`config.mk`:
```
export PLATFORM = sky130hd
export DESIGN_NAME = halton_req_arbiter
export DESIGN_NICKNAME = d
export VERILOG_FILES = /design/src/rtl/halton_req_arbiter.sv
export SDC_FILE = /design/constraint.sdc
export NUM_CORES = 1
export LEC_CHECK = 0
export ABC_AREA = 1
export BUFFER_PORTS_ARGS = -buffer_cell sky130_fd_sc_hd__buf_2
export CAP_MARGIN = 20
export CORE_MARGIN = 10
export CORE_UTILIZATION = 40
export DETAILED_ROUTE_END_ITERATION = 6
export PLACE_DENSITY = 0.86
export SLEW_MARGIN = 40
export SYNTH_ARGS = -nofsm -noshare
export SYNTH_HDL_FRONTEND = slang
export SYNTH_SLANG_ARGS = --single-unit
```
`constraint.sdc`:
```
create_clock -name clk -period 1.65 [get_ports clk]
set_input_delay 0.165 -clock clk [delete_from_list [all_inputs] [get_ports clk]]
set_output_delay 0.165 -clock clk [all_outputs]
set_load 0.01 [all_outputs]
```
`src/rtl/halton_req_arbiter.sv`:
```
// Round-robin front end that shares one Halton point generator among NUM_REQ clients.
// POPs return a tagged point (or a watchdog error); RESEEDs load the generator index.
module halton_req_arbiter #(
   parameter int NUM_REQ = 4,
   parameter int ID_W    = 2,
   parameter int TIMEOUT = 64
) (
   input  logic                    clk,
   input  logic                    rst,
   input  logic [NUM_REQ-1:0]      req_valid,
   input  logic [NUM_REQ-1:0]      req_op,
   input  logic [32*NUM_REQ-1:0]   req_seed,
   output logic [NUM_REQ-1:0]      req_ready,
   output logic                    resp_valid,
   input  logic                    resp_ready,
   output logic [ID_W-1:0]         resp_id,
   output logic [31:0]             resp_x,
   output logic [31:0]             resp_y,
   output logic                    resp_err,
   output logic                    gen_pop,
   output logic                    gen_reseed,
   output logic [31:0]             gen_seed,
   input  logic                    gen_valid,
   input  logic [31:0]             gen_out_0,
   input  logic [31:0]             gen_out_1,
   output logic                    busy
);
   localparam int WD_W = (TIMEOUT > 2) ? $clog2(TIMEOUT) : 1;

   typedef enum logic [1:0] {S_IDLE, S_RESEED, S_WAIT, S_RESP} state_t;

   state_t                     state;
   logic [ID_W-1:0]            ptr;
   logic [ID_W-1:0]            hi_id, lo_id, win_id, ptr_nxt;
   logic                       hi_found, lo_found;
   logic [WD_W-1:0]            wdog;
   logic                       gen_valid_q;
   logic                       pt_edge;
   logic [NUM_REQ-1:0][31:0]   seed_arr;

   assign seed_arr = req_seed;

   // Two-pass priority scan: lowest requester at or above ptr, else lowest overall.
   always_comb begin
      hi_found = 1'b0;
      lo_found = 1'b0;
      hi_id    = '0;
      lo_id    = '0;
      for (int i = NUM_REQ-1; i >= 0; i--) begin
         if (req_valid[i]) begin
            lo_found = 1'b1;
            lo_id    = ID_W'(i);
            if (i >= int'(ptr)) begin
               hi_found = 1'b1;
               hi_id    = ID_W'(i);
            end
         end
      end
   end

   assign win_id    = hi_found ? hi_id : lo_id;
   assign ptr_nxt   = (win_id == ID_W'(NUM_REQ-1)) ? '0 : win_id + 1'b1;
   assign req_ready = (state == S_IDLE && !rst && lo_found) ? (NUM_REQ'(1) << win_id) : '0;
   // Only a fresh rising valid counts; a level left over from the previous point is stale.
   assign pt_edge   = gen_valid & ~gen_valid_q;

   always_ff @(posedge clk) begin
      if (rst) begin
         state       <= S_IDLE;
         ptr         <= '0;
         wdog        <= '0;
         gen_valid_q <= 1'b0;
         resp_valid  <= 1'b0;
         resp_id     <= '0;
         resp_x      <= '0;
         resp_y      <= '0;
         resp_err    <= 1'b0;
         gen_pop     <= 1'b0;
         gen_reseed  <= 1'b0;
         gen_seed    <= '0;
         busy        <= 1'b0;
      end else begin
         gen_valid_q <= gen_valid;
         case (state)
            S_IDLE: begin
               if (lo_found) begin
                  ptr  <= ptr_nxt;
                  busy <= 1'b1;
                  if (req_op[win_id]) begin
                     gen_seed   <= seed_arr[win_id];
                     gen_reseed <= 1'b1;
                     state      <= S_RESEED;
                  end else begin
                     resp_id <= win_id;
                     wdog    <= '0;
                     gen_pop <= 1'b1;
                     state   <= S_WAIT;
                  end
               end
            end
            S_RESEED: begin
               gen_reseed <= 1'b0;
               busy       <= 1'b0;
               state      <= S_IDLE;
            end
            S_WAIT: begin
               if (pt_edge) begin
                  resp_x     <= gen_out_0;
                  resp_y     <= gen_out_1;
                  resp_err   <= 1'b0;
                  resp_valid <= 1'b1;
                  gen_pop    <= 1'b0;
                  state      <= S_RESP;
               end else if (wdog == WD_W'(TIMEOUT-1)) begin
                  resp_x     <= '0;
                  resp_y     <= '0;
                  resp_err   <= 1'b1;
                  resp_valid <= 1'b1;
                  gen_pop    <= 1'b0;
                  state      <= S_RESP;
               end else begin
                  wdog <= wdog + 1'b1;
               end
            end
            S_RESP: begin
               if (resp_ready) begin
                  resp_valid <= 1'b0;
                  busy       <= 1'b0;
                  state      <= S_IDLE;
               end
            end
            default: state <= S_IDLE;
         endcase
      end
   end
endmodule
```
==> out/metrics.yaml, run 1 <==
met1_usage: 0.246
vias: 6833
area_growth_pct: 60.4
syn_area_mm2: 0.00540
crit_fanout: 4
min_period_ps: 1910
overflow: 0
min_path_type: "input port to flop"
timing.rr.start: "ptr[1]"
tritoncts: "done"
grt_usage: 0.224
rsz0062_at_grt: "yes"
fp.dieH_um: 136
use_met2: 0.374
synth_edf_count: 0
postPlaceCellArea_mm2: 0.00730
vias_per_cell: 5.13
ys_ff_latch: 114
start_util: 0.408
insertion_delay_ps: 410
rrSetupSlack_ps: -240
coreArea_mm2: 0.0132
totalWireLength_um: 22500
worst_slack_ps: -264
worst_setup_path_end_kind: "output pin"
drv_cap: 0
r2r_cells: 12
cts.sinks: 114
synthesis.nets: 983
synth-seq-area-share: 0.423
grt_max_degree: 78
synthFlopType: "dfxtp_1"
hp-start: "gen_out_0[1]"
crit_path_start_kind: "flop"
fin_crit_sh: 1.16
yosys_warnings: 0
ctsLongestPathBuffers: 2
arrival_ps: 1750
async_flop_share: 0
setup_viol: 48
nets: 1352
rows: 42
max-slew-margin-rel: 0.723
die_x_um: 136
report.final.slew_viol_count: 0
synth_cells: 774
crit_slowest_cell: "dfxtp_2"
place_congestion: 0.849
ir_drop_mv: 0.882
dp_slack_ps: -143
hold_viol_final: 0
synth_top_cells_by_count: "nor2_1 (145), dfxtp_1 (114), nand2_1 (106)"
timing.critical_path.cells: "nand2_2, nand2_4, nand2_4, o21ai_4, buf_12, ha_4, inv_2, nor2_1, buf_2"
fin_worst_skew_ps: 8.19
stdcell_area_mm2: 0.00866
hold_end: "resp_x[1]"
max_freq_mhz: 522
drc: 0
gr-usage-met3: 0.0908
p_leak_uw: 0.00410
rr_endpoint: "gen_seed[17]"
violations: "setup timing"
tightest_slew_ps: 412
hpwl_um: 15800
synth.distinct_cells: 32
wl_per_cell_um: 16.9
min_path_cells: 3
power.density_mw_per_mm2: 1630
status: "finished, violations left"
dieArea_mm2: 0.0186
first_iter_violations: 329
ant_nets: 0
port_buffers: 310
synth_area_leaders: "dfxtp_1 (42%), nor2_1 (10%), nand2_1 (7.4%)"
yosysMostFrequentCell: "nor2_1"
critPathRequiredTime_ps: 1480
cts_buffers: 17
syn_avg_cell_area_um2: 6.98
cp_common_cell: "nand2_4"
top_usage_layer: "met2"
grt_pass1_wl_um: 33400
yosysTopAreaCellShare: 0.423
cts_root_buffer: "clkbuf_16"
clk_pin_slew_ps: 60
htreeDepth: 4
synth_area_leader_cell: "dfxtp_1"
pin_count: 311
antenna_found_initial: 2
worst_path_largest_cell_delay_ps: 350
drive_above_1_share: 0.397
dr.pass1.iters: 4
grt_pass1_vias: 6693
crit_type: "flop to output pin"
[layout make-up]
cell class / count / area (um^2)
Fill cell: 1100 / 4580
Multi-Input combinational cell: 566 / 2850
Timing Repair Buffer: 410 / 2560
Sequential cell: 114 / 2280
Clock buffer: 17 / 425
Tap cell: 176 / 220
Clock inverter: 15 / 183
Inverter: 34 / 138
Antenna cell: 1 / 2.50
[power breakdown]
part	switching, uW	total (uW)	leakage (uW)	internal [uW]
registers	404	3870	0.000931	3460
clock network	1350	3740	0.000298	2390
logic	3710	6550	0.00288	2840
total	5470	14200	0.00410	8690
[repair_timing]
item                                    4_1_cts  5_1_grt
cloned                                        1        1
endpoints found under the setup margin       44       69
gates resized for setup                      29       39
endpoints found under the hold margin        35        0
hold buffers                                 35        0
pin swaps                                    10       13
buffers inserted                             12        6
[state kept, by name, summed over array words and instances, names as in the netlist, 2 cells and up]
name      flops
gen_seed     32
ptr           2
resp_id       2
resp_x       32
resp_y       32
state         2
wdog          6
[critical path, delay by kind of cell, from the launching register on]
family | cells | cell delay [ps]
flip-flops | 1 | 350
buffers and inverters | 3 | 320
AND/OR/NAND/NOR | 4 | 300
AO/OA/AOI/OAI | 1 | 230
adder cells (fa/ha/maj) | 1 | 130
[worst max-delay path by stage]
stage	cells past startpoint	start	end	slack, ps
after floorplan	10	wdog[0]	resp_x[25]	7
after global placement	11	ptr[0]	gen_seed[25]	-50
after detailed placement	11	ptr[1]	gen_seed[26]	-140
after CTS	10	ptr[1]	req_ready[1]	-320
after global routing	12	ptr[0]	req_ready[0]	-370
final	9	ptr[1]	req_ready[0]	-260
[cells by family after synthesis]
group           after synthesis  share of synthesized area
buf+inv                      94                     0.0795
flops                       114                      0.423
xor+xnor                      3                    0.00487
fa+ha+maj                     5                     0.0116
compound gates              214                      0.211
simple gates                344                      0.270
[stage by stage]
step	setup TNS (ps)	total power [uW]	hold WS, ps	utilization	std cells
2_1_floorplan	0	7270	290	-	774
3_3_place_gp	-154	9370	387	0.552	1245
3_5_place_dp	-2170	9490	397	0.552	1245
4_1_cts	-9330	13800	0.254	0.641	1325
5_1_grt	-12710	15000	13.6	0.654	1332
6_report	-8310	14200	10.0	0.654	1333
[cell usage in the layout (no fill, tap or decap), drive strengths merged, types with 18 or more instances in the layout]
master       synthesis  final
a21oi               76     76
buf                 26    373
clkbuf              34     18
dfxtp              114    114
dlygate4sd3          0     35
inv                 33     36
nand2              110    110
nand3               76     76
nor2               147    147
o21ai              100    100
o22ai               32     32
[per-layer routing]
| metal | up-vias | routed length, um |
|---|---|---|
| met2 | 341 | 11000 |
| met4 | 4 | 596 |
| met5 | - | 27 |
| met3 | 47 | 2540 |
| li1 | 3351 | - |
| met1 | 3090 | 8370 |
No activity file was read; power rests on OpenSTA's default activity.
==> run 2, diff against run 1 <==
Settings changed: GPL_TIMING_DRIVEN from default to 0.
==> run 2 against run 1 <==
  * The run still ends with setup timing left
  * Die area is the same
  * Clock skew shrank 2.1 ps
  * Combinational power grew 5.3%
==> out/metrics.yaml, run 2 (synthesis results as in run 1) <==
antenna_cells: 0  # was 1
vias_per_cell: 5.14  # was 5.13
totalWireLength_um: 23300  # was 22500 um
worst_path_largest_cell_delay_ps: 360  # was 350 ps
area_growth_pct: 63.7  # was 60.4%
min_path_type: "input port to flop"  # unchanged
reg.largest.list: "gen_seed (32), resp_x (32), resp_y (32)"  # unchanged
p_leak_uw: 0.00416  # was 0.00410 uW
setup_viol: 48  # unchanged
crit_fanout: 4  # unchanged
crit_path_start_kind: "flop"  # unchanged
final_common_cell: "buf_2"  # unchanged
fp.dieH_um: 136  # unchanged
grt_pass1_wl_um: 34700  # was 33400 um
final_cell_mix: "buf_2 (314), nor2_1 (133), dfxtp_1 (110), nand2_1 (97), a21oi_1 (73)"  # was buf_2 (309), nor2_1 (139), dfxtp_1 (112), nand2_1 (96), a21oi_1 (75)
min_period_ps: 2020  # was 1910 ps
ir_drop_mv: 1.13  # was 0.882 mV
start_util: 0.408  # unchanged
tightest_slew_ps: 623  # was 412 ps
pin_count: 311  # unchanged
cts_root_buffer: "clkbuf_16"  # unchanged
overflow: 0  # unchanged
dr.pass1.iters: 4  # unchanged
vias: 6965  # was 6833
place_inst: 1259  # was 1245
coreArea_mm2: 0.0132  # unchanged
cts.sinks: 114  # unchanged
finalNonFillerCells: 1354  # was 1333
cp_num_buf_inv: 6  # was 3
arrival_ps: 1850  # was 1750 ps
antenna_found_initial: 2  # unchanged
timing.critical_path.cells: "nand2_2, nand2_2, nand2_1, inv_1, nand2_2, nand2_4, inv_2, buf_6, buf_8, ha_4, inv_2, nor2_1, buf_2"  # was nand2_2, nand2_4, nand2_4, o21ai_4, buf_12, ha_4, inv_2, nor2_1, buf_2
nets: 1374  # was 1352
critPathTopFamily: "buffers and inverters"  # was flip-flops
max-slew-margin-rel: 0.585  # was 0.723
drv_cap: 0  # unchanged
report.final.slew_viol_count: 0  # unchanged
dp_slack_ps: -533  # was -143 ps
critPathRequiredTime_ps: 1480  # about the same
worst_setup_path_end_kind: "output pin"  # unchanged
first_iter_violations: 432  # was 329
nFillCells: 1113  # was 1100
port_buffers: 309  # was 310
crit_slowest_cell: "dfxtp_2"  # unchanged
ctsLongestPathBuffers: 2  # unchanged
place_congestion: 0.929  # was 0.849
fin_worst_skew_ps: 6.13  # was 8.19 ps
max_freq_mhz: 496  # was 522 MHz
cts_buffers: 17  # unchanged
hold_viol_final: 0  # unchanged
htreeDepth: 4  # unchanged
violations: "setup timing"  # unchanged
crit_type: "flop to output pin"  # unchanged
drive_above_1_share: 0.416  # was 0.397
clk_pin_slew_ps: 60  # about the same
dieArea_mm2: 0.0186  # unchanged
grt_usage: 0.233  # was 0.224
hpwl_um: 17200  # was 15800 um
worst_slack_ps: -365  # was -264 ps
status: "finished, violations left"  # unchanged
insertion_delay_ps: 410  # about the same
grt_max_degree: 17  # was 78
tritoncts: "done"  # unchanged
rsz0062_at_grt: "yes"  # unchanged
wl_per_cell_um: 17.2  # was 16.9 um
ant_nets: 0  # unchanged
drc: 0  # unchanged
power.density_mw_per_mm2: 1640  # was 1630 mW/mm^2
cp_common_cell: "nand2_2"  # was nand2_4
rows: 42  # unchanged
fin_crit_sh: 1.22  # was 1.16
die_x_um: 136  # unchanged
grt_pass1_vias: 6762  # was 6693
==> run 2: cell types whose count changed in the layout (fill, tap and decap cells not counted), moves of 6 or more <==
cell / previous run / this run
buf_12: 9 / 1
buf_4: 51 / 28
buf_6: 4 / 17
buf_8: 0 / 9
clkbuf_1: 0 / 17
clkbuf_2: 0 / 10
nor2_1: 139 / 133
==> run 2: power by group <==
group / switching, uW / internal (uW) / total (uW)
clock: 1440 / 2270 / 3710
combinational: 3920 / 2970 / 6900
sequential: 406 / 3460 / 3870
total: 5770 / 8710 / 14500
==> run 2: repair_timing <==
action,CTS,global route
buffers inserted,29,4
pin swaps,16,12
gates resized for setup,103,74
hold buffers,30,0
gates cloned,1,1
hold endpoints to repair,30,0
endpoints found under the setup margin,106,110
==> run 2: final timing paths <==
check / startpoint / end / cells past startpoint / slack, ps
min reg2reg: busy / busy / 2 / 460
max reg2reg: ptr[0] / gen_seed[4] / 14 / -340
min: gen_out_1[21] / resp_y[21] / 3 / 8
max: ptr[0] / req_ready[0] / 13 / -370
==> run 2: cell type report <==
type                            count  area [um^2]  area share
Inverter                           34          138      0.0156
Clock inverter                     15          175      0.0198
Timing Repair Buffer              373         2180       0.246
Tap cell                          176          220      0.0249
Clock buffer                       17          425      0.0481
Buffer                             59          453      0.0512
Multi-Input combinational cell    566         2970       0.335
Sequential cell                   114         2290       0.259
==> run 2: metal layers <==
metal	global-route usage	wire, um	vias up
li1	-	-	3398
met5	0	26	-
met2	0.403	11500	349
met3	0.0937	2290	48
met4	0.0698	606	4
met1	0.256	8870	3166
==> run 2: through the flow <==
step	total power (uW)	TNS [ps]	utilization	cell area [um^2]	hold WS, ps
global placement	9160	-35040	0.541	7170	380
finish	14500	-13990	0.668	8840	8.44
detailed placement	9230	-35600	0.541	7170	388
CTS	14000	-9900	0.651	8620	1.20
global route	15300	-20460	0.668	8840	1.98
floorplan	7270	0	-	5400	290
==> run 2: tightest hold or removal path, stage by stage <==
cell	delay, ps
buf_2	100
nand2_1	50
a21oi_1	60
